[config.mk]
export PLATFORM = sky130hd
export DESIGN_NAME = mpmc10_chan_arb
export DESIGN_NICKNAME = d
export VERILOG_FILES = /design/src/rtl/mpmc10_chan_arb.sv
export SDC_FILE = /design/constraint.sdc
export NUM_CORES = 1
export LEC_CHECK = 0
export ABC_AREA = 1
export BUFFER_PORTS_ARGS = -buffer_cell sky130_fd_sc_hd__buf_4
export CAP_MARGIN = 20
export CORE_MARGIN = 2
export CORE_UTILIZATION = 51
export CTS_CLUSTER_DIAMETER = 60
export CTS_CLUSTER_SIZE = 14
export DETAILED_ROUTE_END_ITERATION = 6
export PLACE_DENSITY = 0.81
export RECOVER_POWER = 50
export SETUP_SLACK_MARGIN = 0.1
export SLEW_MARGIN = 20
export SYNTH_ARGS = -nofsm -noshare
export SYNTH_HDL_FRONTEND = slang
export SYNTH_SLANG_ARGS = --single-unit
[constraint.sdc]
create_clock -name clk -period 4.15 [get_ports clk]
set_clock_uncertainty 0.1 [all_clocks]
set_input_delay 0.83 -clock clk [delete_from_list [all_inputs] [get_ports clk]]
set_output_delay 0.83 -clock clk [all_outputs]
set_load 0.02 [all_outputs]
[src/rtl/mpmc10_chan_arb.sv]
// Channel arbiter in front of the MPMC10 memory state machine: a high-priority
// class plus round-robin, locked back-to-back grants, and a per-transaction watchdog.
module mpmc10_chan_arb #(
  parameter int               NCH   = 8,
  parameter logic [NCH-1:0]   HIPRI = 8'h01,
  parameter logic [19:0]      TMO   = 20'd1000000,
  parameter int               LMAX  = 4
) (
  input  logic           clk,
  input  logic           rst,
  input  logic [NCH-1:0] req,
  input  logic [NCH-1:0] lock,
  input  logic           mem_rdy,
  input  logic           done,
  output logic [NCH-1:0] gnt,
  output logic [3:0]     gnt_ch,
  output logic           start,
  output logic           tmo,
  output logic           busy
);

  typedef enum logic [1:0] {
    IDLE    = 2'd0,
    GRANT   = 2'd1,
    WAIT    = 2'd2,
    RECOVER = 2'd3
  } state_t;

  state_t         state;
  logic [2:0]     last;
  logic [19:0]    wdog;
  logic [7:0]     lock_cnt;
  logic [NCH-1:0] hi_req;
  logic [NCH-1:0] cand;
  logic [2:0]     win;

  // Search starts just after the previous winner so every requester gets a turn.
  function automatic logic [2:0] rr_pick(input logic [NCH-1:0] mask, input logic [2:0] prev);
    logic [2:0] idx;
    logic       found;
    rr_pick = prev;
    found   = 1'b0;
    for (int i = 1; i <= NCH; i++) begin
      idx = prev + 3'(i);
      if (!found && mask[idx]) begin
        rr_pick = idx;
        found   = 1'b1;
      end
    end
  endfunction

  // NOTE: every always_comb output is assigned on all paths, so no latch is inferred.
  always_comb begin
    hi_req = req & HIPRI;
    cand   = (|hi_req) ? hi_req : req;
    win    = rr_pick(cand, last);
  end

  // NOTE: all state and registered outputs use non-blocking assignments so
  // every register sees the pre-edge values of the others.
  always_ff @(posedge clk or negedge rst) begin
    if (!rst) begin
      state    <= IDLE;
      gnt      <= '0;
      gnt_ch   <= 4'hF;
      start    <= 1'b0;
      tmo      <= 1'b0;
      busy     <= 1'b0;
      last     <= 3'd7;
      wdog     <= '0;
      lock_cnt <= '0;
    end else begin
      case (state)
        IDLE: begin
          start <= 1'b0;
          tmo   <= 1'b0;
          if (mem_rdy && |req) begin
            state    <= GRANT;
            gnt      <= '0;
            gnt[win] <= 1'b1;
            gnt_ch   <= {1'b0, win};
            last     <= win;
            wdog     <= '0;
            lock_cnt <= '0;
            start    <= 1'b1;
            busy     <= 1'b1;
          end
        end
        GRANT: begin
          start <= 1'b0;
          state <= WAIT;
        end
        WAIT: begin
          // done takes precedence over a watchdog expiry in the same cycle
          if (done) begin
            if (lock[gnt_ch[2:0]] && lock_cnt < 8'(LMAX - 1)) begin
              state    <= GRANT;
              start    <= 1'b1;
              wdog     <= '0;
              lock_cnt <= lock_cnt + 8'd1;
            end else begin
              state    <= RECOVER;
              gnt      <= '0;
              gnt_ch   <= 4'hF;
              lock_cnt <= '0;
            end
          end else if (wdog == TMO - 20'd1) begin
            state    <= RECOVER;
            tmo      <= 1'b1;
            gnt      <= '0;
            gnt_ch   <= 4'hF;
            lock_cnt <= '0;
          end else begin
            wdog <= wdog + 20'd1;
          end
        end
        RECOVER: begin
          tmo   <= 1'b0;
          busy  <= 1'b0;
          state <= IDLE;
        end
        default: state <= IDLE;
      endcase
    end
  end

endmodule
# After elaboration in Yosys (flattened, before gate mapping)
# Cells that the tools add are included.
[word_totals]
word_cells = 144
output_inout_bits = 15
regBits = 48
in_bits = 20
[op_classes]
reduce_logical = 32
mux = 69
order_cmp = 12
n_addsub = 9
n_eq_ne = 13
[op_table]
columns = ["op", "n"]
rows = [
  ["$mux 20", 4],
  ["$mux 8", 8],
  ["$lt 3x4->1 const B", 10],
  ["$pmux 20 s2", 1],
  ["$pmux 8 s2", 2],
  ["$bmux 1 s3", 9],
  ["$mux 3", 8],
  ["$mux 1", 23],
  ["$add 20x1->20 const B", 1],
  ["$eq 20x20->1 const B", 1],
  ["$mux 4", 4],
  ["$add 3x3->3 const B", 4],
  ["$ne 3x3->1 const B", 4],
  ["$logic_and 1x1->1", 10],
  ["$ne 2x2->1 const B", 5],
  ["$reduce_and 3->1", 3],
  ["$add 8x1->8 const B", 1],
  ["$lt 8x2->1 const B", 1],
  ["$mux 2", 4],
  ["$pmux 2 s4", 1],
  ["$pmux 4 s2", 1],
  ["$reduce_and 4->1", 2],
  ["$reduce_or 8->1", 1],
  ["$logic_not 1->1", 7],
  ["13 further kinds", 20],
]

# Longest topological paths before layout
[logic_depth]
ltp_word = 31
depth_mapped = 20
mapped_depth_nobuf = 18

# Worst setup path before layout
# Ideal clock, no wire load.
[synth_path]
path_kind = "register -> register"
startpoint = "reg last[1]"
endpoint = "reg gnt[0]"
arrival_ns = 2.441
stages_incl_launch_ff = 19
required_ns = 3.932
setup_ns = 0.118
slack_ns = 1.491
n_path_buf = 2
synth_period_minus_slack_ns = 2.659
cell_sequence = "dfstp_2 buf_4 inv_1 ha_1 buf_2 inv_2 nand3_1 nand2_1 nand2_1 nand2_2 nand3_2 nor2_4 nand4_4 nand2_2 inv_2 nand2_1 nand2_2 nand3_1 nand2_1"
[synth_via]
elab_chain_len = 31
elab_cells_between_ends = 59
cone_classes = "7 x add/sub; 2 x order compare; 35 x mux; 15 x reduce/logical"
[synth_lines]
columns = ["item", "line_no", "source"]
rows = [
  ["start, declared", "30", "logic [2:0] last;"],
  ["start signal, assigned", "82", "last <= win;"],
  ["$add 3x1->3", "44", "idx = prev + 3'(i);"],
  ["$bmux 1 s3", "45", "if (!found && mask[idx]) begin"],
  ["$mux 1 (not written as such)", "45", ""],
  ["$mux 1", "45", ""],
  ["$logic_not 1->1", "45", ""],
  ["$logic_and 1x1->1", "45", ""],
  ["$mux 1", "45", ""],
  ["$logic_not 1->1", "45", ""],
  ["[15 not listed]", "-", ""],
  ["$logic_and 1x1->1", "45", ""],
  ["$mux 3 (*)", "45", ""],
  ["$lt 3x4->1 (not written as such) or $ge 3x1->1 (tied branches)", "80", "gnt[win] <= 1'b1;"],
  ["$logic_and 1x1->1 (not written as such)", "80", ""],
  ["$mux 1 (not written as such)", "80", ""],
  ["$demux 1 s3 (*)", "80", ""],
  ["$mux 8 (*)", "77", "if (mem_rdy && |req) begin"],
  ["$pmux 8 s2 (*)", "73", "case (state)"],
  ["end signal, assigned", "79", "gnt <= '0;"],
  ["end signal, assigned by index", "80", ""],
  ["end signal, assigned", "103", "gnt <= '0;"],
  ["end, declared", "15", "output logic [NCH-1:0] gnt,"],
]
# Mark *: on every way between the ends. The rest lies on a longest branch, timed or not. The select of a mux whose other input is x is not followed.
# A chain may end at the register's enable or synchronous reset.

# Final worst setup path
[layout_path]
startpoint = "reg last[0]"
endpoint = "reg gnt[2]"
# The elaborated chain is that of the path after synthesis.

==> results.py <==
metrics = {
    "layout": {
        "seqCellArea_um2": 1210,
        "fin_util": 0.585,
        "layout_common_cells": "nand2_1 (116), inv_1 (46), nand3_1 (45), dfrtp_1 (41), nor2_1 (38)",
        "multiInputGateArea_um2": 2040,
        "diodes": 0,
        "final_common_cell": "nand2_1",
        "synthToLayoutAreaGrowth_pct": 11.4,
        "fin_area_um2": 3950,
        "fillers": 648,
        "final_nets": 537,
        "final_layout_size_suffix_gt1_frac": 0.208,
    },
    "clock_tree": {
        "path_clk_slew_ns": 0.10,
        "cts_tree": "built",
        "cts_buffer_depth": 2,
        "h-tree-depth": 2,
        "clkLatencyLatePin_ns": 0.30,
        "cts_root_buf": "clkbuf_8",
        "cts_resized": 0,
        "postCtsHoldBufs": 0,
        "cts_num_sinks": 48,
        "cts_setup_buffers": 0,
        "numCtsBuffers": 5,
    },
    "placement": {
        "gp_congestion": 0.966,
        "port_buffers": 34,
        "pre_cts_ws_ns": 1.05,
        "placed_cell_area_um2": 3840,
        "hpwlAfterDp_mm": 6.26,
    },
    "synth": {
        "synthDistinctLibCells": 44,
        "yosys.area.top_type_share": 0.289,
        "synth.area.top_cells": "dfrtp_1 (29%), nand2_1 (12%), nand3_1 (6.4%)",
        "synth_seq_cells": 48,
        "yosysWarnings": 0,
        "yosysSeqAreaShare": 0.341,
        "syn_avg_cell_area_um2": 7.43,
        "netlist_instances": 477,
        "synth_fp_nets": 506,
        "synth_area_um2": 3550,
        "yosysTopAreaCell": "dfrtp_1",
    },
    "timing": {
        "finalSetupTns_ns": 0,
        "setup_ws_ns": 1.05,
        "timing_max_transition_violations_final": 49,
        "period_share": 0.748,
        "period_minus_slack_ns": 3.10,
        "fin_hold_ws_ns": 0.390,
        "hold_viol_final": 0,
        "maxSlewHeadroom": -0.632,
        "worst_pin_slew_ns": 2.45,
        "rsz0062_at_grt": "false",
        "setup_viol": 0,
        "fmax_mhz": 322,
    },
    "power": {
        "clkPwrFrac": 0.124,
        "swShare": 0.544,
        "comb_power_share": 0.662,
        "p_per_area_nw_per_um2": 814,
        "p_int_mw": 1.47,
        "ir_drop_mv": 0.302,
        "switching_power_mw": 1.75,
        "seq_power_share": 0.214,
        "p_leak_nw": 1.79,
    },
    "setup_path": {
        "crit_buf_inv": 3,
        "cpMaxStageDelayCell": "dfstp_2",
        "slowest_delay_ns": 0.80,
        "crit_type": "reg2reg",
        "required_ns": 4.25,
        "r2r_end": "gnt[2]",
        "worstSetupEndpointType": "register",
        "r2r_cells": 13,
        "path_cells": "inv_2 -> ha_1 -> inv_2 -> nand3_1 -> nand3_1 -> nand2_2 -> inv_2 -> nand4_2 -> o21a_1 -> nand3_1 -> nand2_1 -> nand3_1 -> nand2_1",
        "critPathArrivalTime_ns": 3.21,
        "path_delay_family": "simple AND/OR/NAND/NOR gates",
        "start_kind": "register",
        "cp_max_fo": 16,
        "startpoint": "last[0]",
        "cp_num_cells": 13,
        "rrSetupSlack_ns": 1.05,
        "critical_path.endpoint": "gnt[2]",
        "r2r_start": "last[0]",
        "crit_top_cell": "nand3_1",
    },
    "floorplan": {
        "die_w_um": 87.4,
        "io_pins": 35,
        "dieArea_um2": 7640,
        "initial_utilization": 0.525,
        "core_um2": 6760,
        "die-height_um": 87.4,
        "fp-row-count": 30,
    },
    "grt": {
        "grt_max_degree": 49,
        "grt_busiest_layer": "met2",
        "antenna_found_initial": 0,
        "grtUsageMet3": 0.0360,
        "overflow": 0,
        "met2_usage": 0.377,
        "grt_usage": 0.220,
        "first_global_vias": 3078,
        "grt_util_met1": 0.289,
        "grt_pass1_wl_mm": 13.7,
    },
    "route": {
        "dr.pass1.iters": 4,
        "finalWirelength_mm": 7.98,
        "via_count": 3243,
        "wire_per_inst_um": 13.6,
        "drc": 0,
        "ant_nets": 0,
        "drt-initial-drc-count": 177,
        "via_per_inst": 5.51,
    },
    "outcome": {
        "outcome": "complete, but fails checks",
        "violations": "max-capacitance violations, max-slew violations",
    },
    "run": {
        "drv_cap": 1,
    },
    "min_path": {
        "worstHoldPathType": "reg2reg",
    },
}
-- per-layer routing --
layer  vias up  routed length, um
li1       1645                  -
met1      1504               3590
met2        88               3900
met3         6                426
met4         0                 66
met5         -                  0
-- cell families after synthesis --
group	count (synthesis)	synth area share
xor gates and xnor gates	15	0.0413
AOI/OAI and AO/OA	50	0.0907
adders and majority gates	9	0.0318
DFF	48	0.341
buffers and inverters	72	0.0833
and+or+nand+nor	283	0.412
-- cell type report --
type / instances / area share
Multi-Input combinational cell: 357 / 0.517
Sequential cell: 48 / 0.306
Timing Repair Buffer: 35 / 0.0589
Inverter: 61 / 0.0580
Tap cell: 80 / 0.0253
Clock buffer: 5 / 0.0174
Clock inverter: 3 / 0.0174
-- synth_stat cells, drive strengths merged --
| library cell | count |
|---|---|
| nand2 | 131 |
| nand3 | 62 |
| inv | 60 |
| nor2 | 45 |
| dfrtp | 41 |
| o21ai | 21 |
| nand4 | 16 |
| nor3 | 16 |
| a21oi | 15 |
| xor2 | 11 |
| ha | 9 |
| nor4 | 9 |
| o41ai | 9 |
| buf | 8 |
| dfstp | 7 |
| xnor2 | 4 |
| clkbuf | 3 |
| o22ai | 2 |
| or2 | 2 |
| a22oi | 1 |
| a41oi | 1 |
| and2 | 1 |
| clkinv | 1 |
| nand3b | 1 |
| o21a | 1 |
-- worst reg2reg max path: stages (launching register included) --
cell     delay, ns
dfstp_2       0.80
inv_2         0.11
ha_1          0.45
inv_2         0.21
nand3_1       0.16
nand3_1       0.18
nand2_2       0.11
inv_2         0.10
nand4_2       0.15
o21a_1        0.23
nand3_1       0.08
nand2_1       0.15
nand3_1       0.13
nand2_1       0.06
-- worst min-delay path by stage --
stage / start / end / depth (start not counted)
after floorplan: lock_cnt[0] / lock_cnt[0] / 1
final: gnt_ch[3] / gnt_ch[3] / 2
after global routing: gnt[6] / gnt[6] / 2
after detailed placement: gnt[4] / gnt[4] / 2
after global placement: lock_cnt[1] / lock_cnt[1] / 2
after CTS: gnt_ch[3] / gnt_ch[3] / 2
-- per-stage QoR --
stage	total power [mW]	instances
floorplan	2.40	477
detailed placement	2.83	581
finish	3.22	589
global route	3.50	589
global placement	2.80	581
CTS	3.24	589
-- power groups by stage --
stage               clock network, mW  registers, mW  logic [mW]
global placement                    0          0.694        2.10
detailed placement                  0          0.699        2.13
CTS                             0.410          0.690        2.14
finish                          0.399          0.688        2.13
global route                    0.426          0.702        2.37
floorplan                           0          0.679        1.72
-- flip-flops by register name, indices dropped and copies added (netlist names) --
signal / count
tmo: 1
last: 3
gnt_ch: 4
wdog: 20
state: 2
start: 1
busy: 1
gnt: 8
lock_cnt: 8
Power figures use the tool's default switching activity.
